`config.mk`:
```
export PLATFORM = sky130hd
export DESIGN_NAME = stream_mux_n_1
export DESIGN_NICKNAME = d
export VERILOG_FILES = /design/src/rtl/stream_mux_n_1.sv
export SDC_FILE = /design/constraint.sdc
export NUM_CORES = 1
export LEC_CHECK = 0
export BUFFER_PORTS_ARGS = -buffer_cell sky130_fd_sc_hd__buf_4
export CAP_MARGIN = 25
export CELL_PAD_IN_SITES_DETAIL_PLACEMENT = 1
export CELL_PAD_IN_SITES_GLOBAL_PLACEMENT = 1
export CORE_UTILIZATION = 30
export DETAILED_ROUTE_END_ITERATION = 12
export PLACE_DENSITY_LB_ADDON = 0.1
export REMOVE_ABC_BUFFERS = 1
export SYNTH_ARGS = -nofsm -noshare
export SYNTH_HDL_FRONTEND = slang
export SYNTH_SLANG_ARGS = --single-unit
```
`constraint.sdc`:
```
create_clock -name clk -period 6.2 [get_ports clk]
set_input_delay 0.31 -clock clk [delete_from_list [all_inputs] [get_ports clk]]
set_output_delay 0.31 -clock clk [all_outputs]
set_load 0.02 [all_outputs]
```
`src/rtl/stream_mux_n_1.sv`:
```
// CHANNELS-to-1 valid/ready stream mux with fixed-select or round-robin grant and one registered output slot.
// Optional packet lock (macro STREAM_MUX_PACKET_LOCK_EN) adds in_last/out_last and holds the grant until a last beat.
module stream_mux_n_1 #(
  parameter int N        = 32,
  parameter int CHANNELS = 8,
  localparam int SEL_W   = $clog2(CHANNELS)
) (
  input  logic                  clk,
  input  logic                  rst_n,
  input  logic [CHANNELS*N-1:0] in_data,
  input  logic [CHANNELS-1:0]   in_valid,
  output logic [CHANNELS-1:0]   in_ready,
  input  logic                  mode,
  input  logic [SEL_W-1:0]      select,
`ifdef STREAM_MUX_PACKET_LOCK_EN
  input  logic [CHANNELS-1:0]   in_last,
  output logic                  out_last,
`endif
  output logic [N-1:0]          out_data,
  output logic                  out_valid,
  input  logic                  out_ready,
  output logic [SEL_W-1:0]      out_channel
);

  logic             load_en;
  logic             grant_ok;
  logic             xfer;
  logic [SEL_W-1:0] grant_idx;
  logic [SEL_W-1:0] rr_ptr;
  logic [SEL_W-1:0] rr_next;
  logic [N-1:0]     sel_data;
  logic             locked;
  logic [SEL_W-1:0] lock_ch;
  logic             beat_ends;
  int unsigned      rr_idx;

`ifdef STREAM_MUX_PACKET_LOCK_EN
  typedef enum logic {LOCK_IDLE, LOCK_HELD} lock_state_e;

  lock_state_e      lock_state;
  lock_state_e      lock_state_next;
  logic [SEL_W-1:0] lock_ch_q;

  always_ff @(posedge clk or negedge rst_n) begin
    if (!rst_n) begin
      lock_state <= LOCK_IDLE;
      lock_ch_q  <= '0;
      out_last   <= 1'b0;
    end else begin
      lock_state <= lock_state_next;
      if (xfer) begin
        lock_ch_q <= grant_idx;
        out_last  <= in_last[grant_idx];
      end
    end
  end

  always_comb begin
    lock_state_next = lock_state;
    if (xfer) lock_state_next = in_last[grant_idx] ? LOCK_IDLE : LOCK_HELD;
  end

  always_comb begin
    locked    = (lock_state == LOCK_HELD);
    lock_ch   = lock_ch_q;
    beat_ends = in_last[grant_idx];
  end
`else
  always_comb begin
    locked    = 1'b0;
    lock_ch   = '0;
    beat_ends = 1'b1;
  end
`endif

  assign load_en = !out_valid || out_ready;
  assign xfer    = load_en && grant_ok;

  // Round-robin scans rr_ptr upward with wrap at CHANNELS, which need not be a power of two.
  always_comb begin
    grant_ok  = 1'b0;
    grant_idx = '0;
    rr_idx    = 0;
    if (locked) begin
      grant_ok  = in_valid[lock_ch];
      grant_idx = lock_ch;
    end else if (!mode) begin
      if (int'(select) < CHANNELS) begin
        grant_ok  = in_valid[select];
        grant_idx = select;
      end
    end else begin
      for (int unsigned i = 0; i < CHANNELS; i++) begin
        rr_idx = 32'(rr_ptr) + i;
        if (rr_idx >= CHANNELS) rr_idx = rr_idx - CHANNELS;
        if (!grant_ok && in_valid[rr_idx[SEL_W-1:0]]) begin
          grant_ok  = 1'b1;
          grant_idx = rr_idx[SEL_W-1:0];
        end
      end
    end
  end

  always_comb begin
    in_ready = '0;
    sel_data = '0;
    for (int unsigned k = 0; k < CHANNELS; k++) begin
      if (grant_idx == k[SEL_W-1:0]) begin
        in_ready[k] = xfer;
        sel_data    = in_data[k*N +: N];
      end
    end
  end

  assign rr_next = (grant_idx == SEL_W'(CHANNELS - 1)) ? '0 : grant_idx + SEL_W'(1);

  always_ff @(posedge clk or negedge rst_n) begin
    if (!rst_n) begin
      out_valid   <= 1'b0;
      out_data    <= '0;
      out_channel <= '0;
      rr_ptr      <= '0;
    end else begin
      if (load_en) out_valid <= xfer;
      if (xfer) begin
        out_data    <= sel_data;
        out_channel <= grant_idx;
      end
      if (xfer && mode && beat_ends) rr_ptr <= rr_next;
    end
  end

endmodule

```
; Word level (Yosys, flattened, before mapping)
; Cells that the tools add are included.
[word_totals]
rom_bits = 0
regBits = 39
input_bits = 271
mem_count = 0
ram_bits = 0
latchBits = 0
[op_classes]
add_sub_neg = 16
multipliers = 0
div_mod_pow = 0
shift = 0
n_reduce_logical = 19
n_mux = 76
n_bitwise = 0
n_eq_ne = 7
order_cmp = 17
[ops]
columns = op, count
row1 = $mux 32, 8
row2 = $mux 3, 26
row3 = $lt 3x4->1 const B, 9
row4 = $mux 1, 33
row5 = $ge 4x4->1 const B, 7
row6 = $bmux 1 s3, 9
row7 = $sub 3x1->3 const B, 8
row8 = $add 3x3->4 const B, 4
row9 = $eq 3x3->1 const B, 4
row10 = $logic_and 1x1->1, 9
row11 = $add 3x2->4 const B, 2
row12 = $logic_not 1->1, 8
row13 = $eq 3x2->1 const B, 2
row14 = $add 3x1->4 const B, 1
row15 = $ge 3x4->1 const B, 1
row16 = $add 3x1->3 const B, 1
row17 = $eq 3x1->1 const B, 1
row18 = $logic_not 3->1, 1
row19 = $logic_or 1x1->1, 1

; Longest topological paths before layout
; Gate-level depths: netlist of the first run.
[depth]
depth_word = 44
mapped_depth = 24
ltp_nobuf = 19

; Least setup slack after synthesis of the first run
; No wires, ideal clock.
[synth_timing]
kind = flip-flop to flip-flop
startpoint = register rr_ptr[1]
endpoint = register out_data[0]
setup_ns = 0.126
t_arrival_ns = 4.593
setup_slack_ns = 1.481
path_stages_with_launch = 22
n_path_buf = 5
cell_sequence = dfrtp_1 buf_2 inv_1 ha_1 buf_2 mux4_2 a21oi_1 a22o_2 nand4_2 o211ai_1 o31ai_1 a21oi_1 ha_1 clkbuf_1 clkbuf_1 clkbuf_1 a221oi_1 a21oi_1 nor2_1 a21oi_1 a211oi_1 a221o_1
[synth_between]
elab_chain_cells = 44
elab_cells_between_ends = 111
classes_between = add/sub: 15 / order compare: 8 / eq/ne: 7 / mux: 65 / reduce/logical: 16
[synth_lines]
columns = item, line
row1 = from (decl), 29  ; logic [SEL_W-1:0] rr_ptr;
row2 = from (signal assigned), 129  ; if (xfer && mode && beat_ends) rr_ptr <= rr_next;
row3 = branches (longest 33 deep; another with $add 3x1->4), n/a
row4 = $mux 3 (*), 96  ; if (!grant_ok && in_valid[rr_idx[SEL_W-1:0]]) begin
row5 = $mux 3 (*), 87  ; end else if (!mode) begin
row6 = via grant_idx[0], 28  ; logic [SEL_W-1:0] grant_idx;
row7 = $logic_not 3->1, 108  ; if (grant_idx == k[SEL_W-1:0]) begin
row8 = $mux 32 (7 in a row), 108
row9 = $mux 32 (*), 108
row10 = to (signal assigned), 126  ; out_data <= sel_data;
row11 = to (decl), 19  ; output logic [N-1:0] out_data,
; Mark *: on every way through the listed nets, which the timed path passes. The select of a mux whose other input is x is not followed.
; A chain may end at the register's enable or synchronous reset.

; Final worst setup path of the first run
[layout_timing]
startpoint = register rr_ptr[1]
endpoint = register out_data[29]
; The elaborated chain is that of the path after synthesis.

==> results of run 1 <==
## layer usage
metal  global-route usage, %  wire length, um  vias up
li1                        -                -     3080
met1                    32.7            10000     3219
met2                    52.0            12900      247
met3                    5.52             1510       38
met4                    7.95              580        0
met5                       0                0        -
## flip-flops by register name, summed over array words and instances, names as in the netlist
register     count
out_channel      3
rr_ptr           3
out_valid        1
out_data        32
## stage by stage
stage | area (um2) | worst slack (ns)
final | 7630 | 0.745
after global routing | 7630 | 0.355
after CTS | 7630 | 0.727
after detailed placement | 7490 | 0.736
after global placement | 7470 | 0.864
after floorplan | 4640 | -0.885
## worst max path at each step
stage | startpoint | endpoint | slack, ns
after detailed placement | rr_ptr[1] | out_data[29] | 0.74
final | rr_ptr[1] | out_data[29] | 0.74
after global placement | rr_ptr[1] | out_data[31] | 0.86
after global routing | rr_ptr[1] | out_data[31] | 0.36
after floorplan | rr_ptr[0] | out_data[14] | -0.89
after CTS | rr_ptr[1] | out_data[29] | 0.73
## layout by cell type, fill, tap and decap left out, types with 2 or more instances in the layout
cell       count
a221o_1       32
a221oi_1      34
mux4_2        11
nor3_1         7
mux2_2        13
nor2_1        75
inv_1         45
nor2_4         2
dfrtp_1       39
nand2_1       46
a22o_1         2
mux4_1         2
ha_1           2
ha_2           3
mux2i_1        6
ha_4           2
a21oi_1      101
clkbuf_16      5
buf_4        328
a211oi_1      35
nor2b_1        3
and2_1         2
a31oi_1        2
o21a_1         2
o21ai_0       43
a32oi_1       32
o31ai_1        2
buf_12         2
xnor2_1        2
and3_1        32
## where the power goes
part           internal, mW  total [mW]  switching (mW)
logic                  1.24        3.07            1.82
clock network         0.145       0.255           0.111
registers             0.369       0.448          0.0793
## synth_stat cells, drive strengths merged, types with 2 or more instances
| cell | instances | share of area [%] |
|---|---|---|
| clkbuf | 47 | 3.5 |
| o31ai | 2 | 0.30 |
| a22o | 3 | 0.55 |
| nor2b | 3 | 0.37 |
| nand2b | 2 | 0.25 |
| mux2i | 7 | 1.6 |
| a211oi | 35 | 5.2 |
| o21a | 2 | 0.30 |
| and2 | 2 | 0.25 |
| o221ai | 2 | 0.47 |
| a31oi | 2 | 0.25 |
| a32oi | 32 | 5.6 |
| dfrtp | 39 | 19 |
| nand2 | 46 | 3.4 |
| mux2 | 14 | 3.2 |
| mux4 | 13 | 6.0 |
| buf | 29 | 4.4 |
| a221oi | 34 | 5.9 |
| nor2 | 77 | 5.8 |
| a21oi | 101 | 10 |
| and3 | 32 | 4.0 |
| inv | 45 | 3.4 |
| ha | 7 | 1.7 |
| xnor2 | 2 | 0.35 |
| a221o | 32 | 6.4 |
| nor3 | 7 | 0.70 |
| o21ai | 44 | 4.5 |
## cell type report
type | instances | area [um2] | area share (%)
Clock inverter | 1 | 7.51 | 0.0984
Tap cell | 216 | 270 | 3.54
Timing Repair Buffer | 331 | 2530 | 33.2
Inverter | 45 | 169 | 2.21
Sequential cell | 39 | 976 | 12.8
Multi-Input combinational cell | 509 | 3550 | 46.5
Clock buffer | 5 | 125 | 1.64
## kinds of logic after synthesis
logic type | count (synthesis) | share of synthesized area, %
fa+ha+maj | 7 | 1.74
simple gates | 171 | 15.2
mux | 34 | 10.8
flops | 39 | 19.4
compound gates | 295 | 41.3
xor+xnor | 2 | 0.348
buf+inv | 121 | 11.2
==> results by group, run 1 <==
Clock tree
  • TritonCTS clock tree: built
  • CTS sink cnt: 39
  • CTS buffer count: 5
  • Setup repair bufs after CTS: 0
  • Clk slew on worst S/H paths: 0.06 ns
  • CTS Hold Bufs: 0
  • Root Driver: clkbuf_16
  • Worst skew pair latency: 0.29 ns
  • Clock tree buffer depth: 2
  • H-tree levels: 2
  • Resized cells post-CTS: 0

Setup path
  • Cell family with most CP delay: compound AO/OA/AOI/OAI gates
  • Worst R2R Setup Slack: 0.74 ns
  • Critical Path AT: 5.69 ns
  • Largest stage delay, worst path: 0.74 ns
  • Worst setup EP type: flop
  • Worst EP required: 6.43 ns
  • CP Max Fanout: 30
  • CP Depth: 18
  • Worst reg-to-reg path cell count: 18
  • Worst-path cell chain: inv_1, ha_1, mux4_2, mux2i_1, nor2_1, nor2_1, a31oi_1, o31ai_1, a21oi_1, inv_1, ha_2, buf_4, and3_1, a21oi_1, o21ai_0, a32oi_1, a211oi_1, a221o_1
  • Crit Path Class: flop to flop
  • Startpoint Class: flop
  • R2R Path Start: rr_ptr[1]
  • Worst R2R End: out_data[29]
  • Slowest-stage cell, CP: ha_2
  • Bufs and invs on worst path: 3

Synth
  • Yosys warnings: 0
  • Synthesis-stage register bit count: 39
  • Seq/Total Area, Yosys: 19.4%
  • Syn avg cell area: 7.52 um2
  • Post-synth EDFFs: 0
  • Asr flop ratio synth: 100%
  • Cell Area, Synth: 5030 um2
  • Mapped Cells: 669
  • Post-synth top flop: dfrtp_1
  • Netlist cell types: 46

Place
  • Cells after DPL: 1140
  • GP Congestion: 0.855
  • Port buffer count: 314
  • Hpwl dp: 18.5 mm

Timing
  • Max Freq: 183 MHz
  • Fin crit share: 88.0%
  • RSZ-0062 raised after global routing: no
  • Slew HR: 32.1%
  • Worst-Margin Slew: 1.02 ns
  • Final Hold Viols: 0
  • Slew Limit Fails: 0
  • # setup viols final: 0
  • Setup TNS Final: 0 ns
  • Worst hold slack: 0.0199 ns
  • Period minus WS final: 5.46 ns
  • Setup Skew: 0.0107 ns

Run status
  • Outcome: finished clean

Final layout
  • Fin util: 47.3%
  • Ant. Diodes: 0
  • Fill cells: 2035
  • Final nets: 1209
  • Synthesis-to-layout area growth: 51.6%
  • Post-route insts no fill: 1146
  • Layout cells sized above 1: 40.8%

Die
  • Core area: 16100 um2
  • Die Span Y: 132 um
  • Initial Util: 31.2%
  • Io pins: 315
  • Row Count: 46
  • Die area: 17300 um2
  • Die X: 132 um

Power and ir drop
  • Cell leakage power: 3.57 nW
  • Pwr Density: 494 nW/um2
  • Total Power: 3.77 mW
  • Worst VDD drop: 0.000289 V

Detailed routing
  • Final WL: 25.0 mm
  • DR vias: 6584
  • Number of remaining DRC errors: 0
  • Drt pass-1 iters: 5
  • Detail Route Antenna Nets: 0
  • Avg Vias per Cell: 5.75
  • Post-DR wirelength/cell: 21.8 um
  • Iteration-0 DRC Markers: 337

GRT
  • Initial antenna violation count: 0
  • Number of global-route vias before repair: 7004
  • Global-route wire length before repair: 38.9 mm
  • Largest net degree at the start of global routing: 97
  • Gr ovfl total: 0
  • GRT Util Overall: 28.2%

Job
  • Max Cap Viol: 0

Worst hold path
  • Hold Crit Class: input port to async pin
Power figures use the tool's default switching activity.
==> run 2, diff against run 1 <==
CORE_ASPECT_RATIO = 0.75   (was not set)
==> run 2 against run 1 <==
Register-to-register slack better by 0.16 ns. Final cell count is 0.44% lower. Sequential cell count stayed put. The run now ends with negative hold slack left.
==> results by group, run 2 (same netlist as run 1, synthesis figures left out) <==
Timing
  • # setup viols final: 0
  • Fin crit share: 85.4%
  • Setup Skew: 0.00818 ns
  • Period minus WS final: 5.30 ns
  • Worst-Margin Slew: 0.970 ns
  • Worst hold slack: -0.00919 ns
  • Final Hold Viols: 6
  • Max Freq: 189 MHz
  • Slew HR: 35.2%
  • Slew Limit Fails: 0
  • RSZ-0062 raised after global routing: no

Final layout
  • Final nets: 1208
  • Max reg flops: 32
  • Fin util: 47.2%
  • Largest registers: out_data: 32 flops, out_channel: 3 flops, rr_ptr: 3 flops
  • Most flop-heavy register: out_data
  • Ant. Diodes: 0
  • Synthesis-to-layout area growth: 52.2%
  • Most frequent cells in the layout: buf_4, a21oi_1, nor2_1
  • Layout cells sized above 1: 40.7%
  • Most common cell after layout, fill and taps aside: buf_4

Die
  • Die area: 17300 um2
  • Die X: 152 um
  • Initial Util: 31.0%
  • Row Count: 40
  • Core area: 16200 um2
  • Die Span Y: 114 um
  • Io pins: 315

Clock tree
  • TritonCTS clock tree: built
  • Resized cells post-CTS: 0
  • Root Driver: clkbuf_16
  • CTS buffer count: 5
  • Clk slew on worst S/H paths: 0.07 ns
  • Worst skew pair latency: 0.29 ns
  • H-tree levels: 2
  • CTS sink cnt: 39
  • CTS Hold Bufs: 0
  • Setup repair bufs after CTS: 0
  • Clock tree buffer depth: 2

Setup path
  • Bufs and invs on worst path: 3
  • Critical Path AT: 5.47 ns
  • Worst EP required: 6.38 ns
  • Worst reg-to-reg path cell count: 18
  • Worst-path cell chain: inv_1, ha_1, mux4_2, a21oi_1, a22o_2, nand4_2, o211ai_1, o31ai_1, a21oi_1, inv_1, ha_2, buf_12, and3_1, a21oi_1, o21ai_0, a32oi_1, a211oi_1, a221o_1
  • Slowest-stage cell, CP: mux4_2
  • R2R Path Start: rr_ptr[1]
  • Startpoint Class: flop
  • CP Launch Point: rr_ptr[1]
  • CP Depth: 18
  • Crit Path Class: flop to flop
  • CP Max Fanout: 44
  • Worst setup EP type: flop
  • Cell family with most CP delay: compound AO/OA/AOI/OAI gates
  • Largest stage delay, worst path: 0.65 ns
  • CP most frequent cell: a21oi_1

Detailed routing
  • Avg Vias per Cell: 5.74
  • Drt pass-1 iters: 4
  • Number of remaining DRC errors: 0
  • Detail Route Antenna Nets: 0
  • Post-DR wirelength/cell: 21.5 um
  • Iteration-0 DRC Markers: 311
  • DR vias: 6547
  • Final WL: 24.5 mm

GRT
  • Largest net degree at the start of global routing: 97
  • GRT Util Overall: 27.7%
  • Number of global-route vias before repair: 6757
  • Global-route wire length before repair: 36.8 mm
  • Initial antenna violation count: 0
  • Gr ovfl total: 0

Power and ir drop
  • Total Power: 3.86 mW
  • Pwr Density: 504 nW/um2
  • Worst VDD drop: 0.000300 V
  • Cell leakage power: 3.59 nW

Run status
  • Failing checks: negative hold slack
  • Outcome: complete, but fails checks

Place
  • Port buffer count: 314
  • Hpwl dp: 18.4 mm
  • GP Congestion: 0.913

Worst hold path
  • Hold Crit Class: input port to async pin

Job
  • Max Cap Viol: 0
[run 2: cell types whose count changed in the layout (fill, tap and decap cells not counted), sizes merged]
cell / before / now
clkbuf: 5 / 6
buf: 331 / 330
bufinv: 0 / 2
clkinvlp: 1 / 0
[run 2: power breakdown]
group,internal [mW],switching (mW)
logic,1.24,1.83
clock network,0.231,0.114
registers,0.369,0.0824
total,1.84,2.02
[run 2: cell type report]
cell class / count / area, um2
tap: 210 / 263
clock inverter: 2 / 60.1
clock buffer: 6 / 129
multi-input combinational: 509 / 3550
inverter: 45 / 169
timing repair buffer: 330 / 2510
sequential: 39 / 976
fill: 1991 / 8550
[run 2: metal layers]
metal	track usage, %	share of wire, %	up-vias
met1	34.5	42	3155
met4	6.47	1.8	0
met2	48.6	49	275
li1	-	-	3085
met3	5.66	7.7	32
met5	0	0	-
[run 2: final timing paths]
kind	to	slack, ns
setup / recovery	out_data[6]	0.90
hold / removal	out_data[20]	-0.009
setup reg to reg	out_data[6]	0.90
hold reg to reg	out_data[8]	0.51
max in group asynchronous	out_data[29]	5.80
min in group clk	out_data[9]	0.25
[run 2: worst register-to-register path, stage by stage (launching register included)]
cell and delay, ns:
dfrtp_1 0.34, inv_1 0.10, ha_1 0.57, mux4_2 0.65, a21oi_1 0.23, a22o_2 0.23, nand4_2 0.24, o211ai_1 0.25
o31ai_1 0.12, a21oi_1 0.47, inv_1 0.18, ha_2 0.40, buf_12 0.27, and3_1 0.25, a21oi_1 0.13, o21ai_0 0.12
a32oi_1 0.26, a211oi_1 0.10, a221o_1 0.26
[run 2: stage by stage]
step           TNS (ns)  instances  instance area, um2  setup WS, ns
4_1_cts               0       1141                7660         0.925
3_5_place_dp          0       1133                7470         0.973
6_report              0       1141                7660         0.905
2_1_floorplan    -29.49        593                4640        -0.885
5_1_grt               0       1141                7660         0.532
3_3_place_gp          0       1133                7470          1.20
==> run 3, diff against run 2 <==
clock period = 5.7 ns   (was 6.2 ns; I/O delays follow)
==> run 3 against run 2 <==
The flow still finishes with violations (negative hold slack). Clock-buffer cell count unchanged. Register-to-register slack worse by 0.23 ns. Utilization up 0.51 points. Clock skew down 0.00066 ns. Total power up 9.6%. Non-clock buffer count up 11. Sequential share of layout area down 0.14 points. Maximum frequency up 5.4%. Highest routed layer unchanged.
==> results by group, run 3 (same netlist as run 1, synthesis figures left out) <==
Clock tree
  • Resized cells post-CTS: 0
  • Clock tree buffer depth: 2
  • CTS Hold Bufs: 0
  • CTS sink cnt: 39
  • Worst skew pair latency: 0.29 ns
  • H-tree levels: 2
  • CTS buffer count: 5
  • Root Driver: clkbuf_16
  • Setup repair bufs after CTS: 0
  • Clk slew on worst S/H paths: 0.06 ns
  • TritonCTS clock tree: built

Timing
  • Slew HR: 34.0%
  • Worst-Margin Slew: 0.988 ns
  • Period minus WS final: 5.02 ns
  • Max Freq: 199 MHz
  • Final Hold Viols: 13
  • Slew Limit Fails: 0
  • # setup viols final: 0
  • RSZ-0062 raised after global routing: no
  • Setup TNS Final: 0 ns
  • Fin crit share: 88.1%
  • Setup Skew: 0.00752 ns
  • Worst hold slack: -0.0263 ns

Detailed routing
  • Drt pass-1 iters: 5
  • Avg Vias per Cell: 5.69
  • Iteration-0 DRC Markers: 262
  • Detail Route Antenna Nets: 0
  • Final WL: 24.3 mm
  • Number of remaining DRC errors: 0
  • Post-DR wirelength/cell: 21.1 um
  • DR vias: 6554

Final layout
  • Layout cells sized above 1: 41.4%
  • Fill cells: 2035
  • Most frequent cells in the layout: buf_4, a21oi_1, nor2_1
  • Most flop-heavy register: out_data
  • Final nets: 1219
  • Fin util: 47.8%
  • Largest registers: out_data: 32 flops, out_channel: 3 flops, rr_ptr: 3 flops
  • Most common cell after layout, fill and taps aside: buf_4
  • Ant. Diodes: 0
  • Area of the multi-input gates: 3550 um2
  • Final Cell Area: 7740 um2
  • Register area: 976 um2
  • Post-route insts no fill: 1152
  • Max reg flops: 32
  • Synthesis-to-layout area growth: 53.9%

Setup path
  • CP Launch Point: rr_ptr[1]
  • Worst-path cell chain: inv_1, ha_1, mux4_2, a21oi_1, a22o_2, nand4_2, o31ai_1, a211o_1, o21a_1, inv_1, ha_4, inv_1, buf_4, and3_1, a21oi_1, o21ai_0, a32oi_1, a211oi_1, a221o_1
  • Worst reg-to-reg path cell count: 19
  • CP most frequent cell: inv_1
  • Largest stage delay, worst path: 0.63 ns
  • CP Capture Point: out_data[9]
  • Crit Path Class: flop to flop
  • CP Max Fanout: 11
  • R2R Path Start: rr_ptr[1]
  • Worst EP required: 5.93 ns
  • Startpoint Class: flop
  • Worst setup EP type: flop
  • Worst R2R End: out_data[9]
  • Slowest-stage cell, CP: mux4_2
  • Critical Path AT: 5.26 ns
  • Worst R2R Setup Slack: 0.68 ns

Die
  • Core area: 16200 um2
  • Die Span Y: 114 um
  • Row Count: 40
  • Io pins: 315
  • Initial Util: 31.0%
  • Die area: 17300 um2
  • Die X: 152 um

Place
  • Cells after DPL: 1144
  • Post-Place Cell Area: 7550 um2
  • Hpwl dp: 18.3 mm
  • Port buffer count: 314
  • GP Congestion: 0.903

Power and ir drop
  • Cell leakage power: 3.64 nW
  • Worst VDD drop: 0.000248 V
  • P_sw: 2.19 mW
  • Comb power frac: 79.6%
  • Pwr Density: 547 nW/um2
  • Sw frac: 51.6%
  • Sequential power share: 11.6%
  • Clk pwr share: 8.9%
  • Total Power: 4.23 mW
  • Cell-internal power: 2.05 mW

GRT
  • Number of global-route vias before repair: 6750
  • Gr ovfl total: 0
  • Global-route wire length before repair: 36.7 mm
  • Initial antenna violation count: 0
  • Largest net degree at the start of global routing: 73
  • GRT Util Overall: 27.5%

Job
  • Max Cap Viol: 0

Run status
  • Outcome: complete, but fails checks
  • Failing checks: negative hold slack

Worst hold path
  • Hold Crit Class: input port to async pin
-- run 3: cell types whose count changed in the layout (fill, tap and decap cells not counted) --
| cell | change |
|---|---|
| buf_4 | +11 |
-- run 3: layout make-up --
type	instances	share of cell area (%)
multi-input combinational	509	45.8
timing repair buffer	341	33.5
sequential	39	12.6
tap	210	3.39
inverter	45	2.18
clock buffer	6	1.66
clock inverter	2	0.776
-- run 3: worst min path at each step --
stage / slack, ns / end / depth (start not counted)
6_report: -0.03 / out_data[6] / 1
5_1_grt: 0.02 / out_data[20] / 1
4_1_cts: 0.01 / out_data[20] / 1
3_5_place_dp: 0.32 / out_data[20] / 1
3_3_place_gp: 0.32 / out_data[6] / 1
2_1_floorplan: -0.01 / out_channel[0] / 0
-- run 3: routing by layer --
layer	up-vias	routed length (um)	track usage [%]
met2	252	12000	47.6
met5	-	0	0
met3	18	1710	5.10
met1	3180	10300	35.4
met4	0	322	5.81
li1	3104	-	-
-- run 3: critical path: cells and delay by family, from the launching register on --
kind | cells | cell delay [ns]
AND/OR/NAND/NOR | 2 | 0.43
buffers and inverters | 4 | 0.83
adder cells (fa/ha/maj) | 2 | 0.76
AO/OA/AOI/OAI | 10 | 1.97
multiplexers | 1 | 0.63
flip-flops | 1 | 0.34
-- run 3: power by group through the flow --
| stage | registers, mW | logic [mW] | clock network, mW |
|---|---|---|---|
| CTS | 0.492 | 3.38 | 0.381 |
| global route | 0.505 | 3.67 | 0.392 |
| global placement | 0.492 | 3.29 | 0 |
| finish | 0.490 | 3.37 | 0.376 |
| floorplan | 0.630 | 1.99 | 0 |
| detailed placement | 0.495 | 3.36 | 0 |
-- run 3: through the flow --
step	worst slack, ns	hold slack, ns
2_1_floorplan	-1.39	-0.0106
3_3_place_gp	0.850	0.324
3_5_place_dp	0.703	0.319
4_1_cts	0.661	0.0125
5_1_grt	0.287	0.0214
6_report	0.676	-0.0263
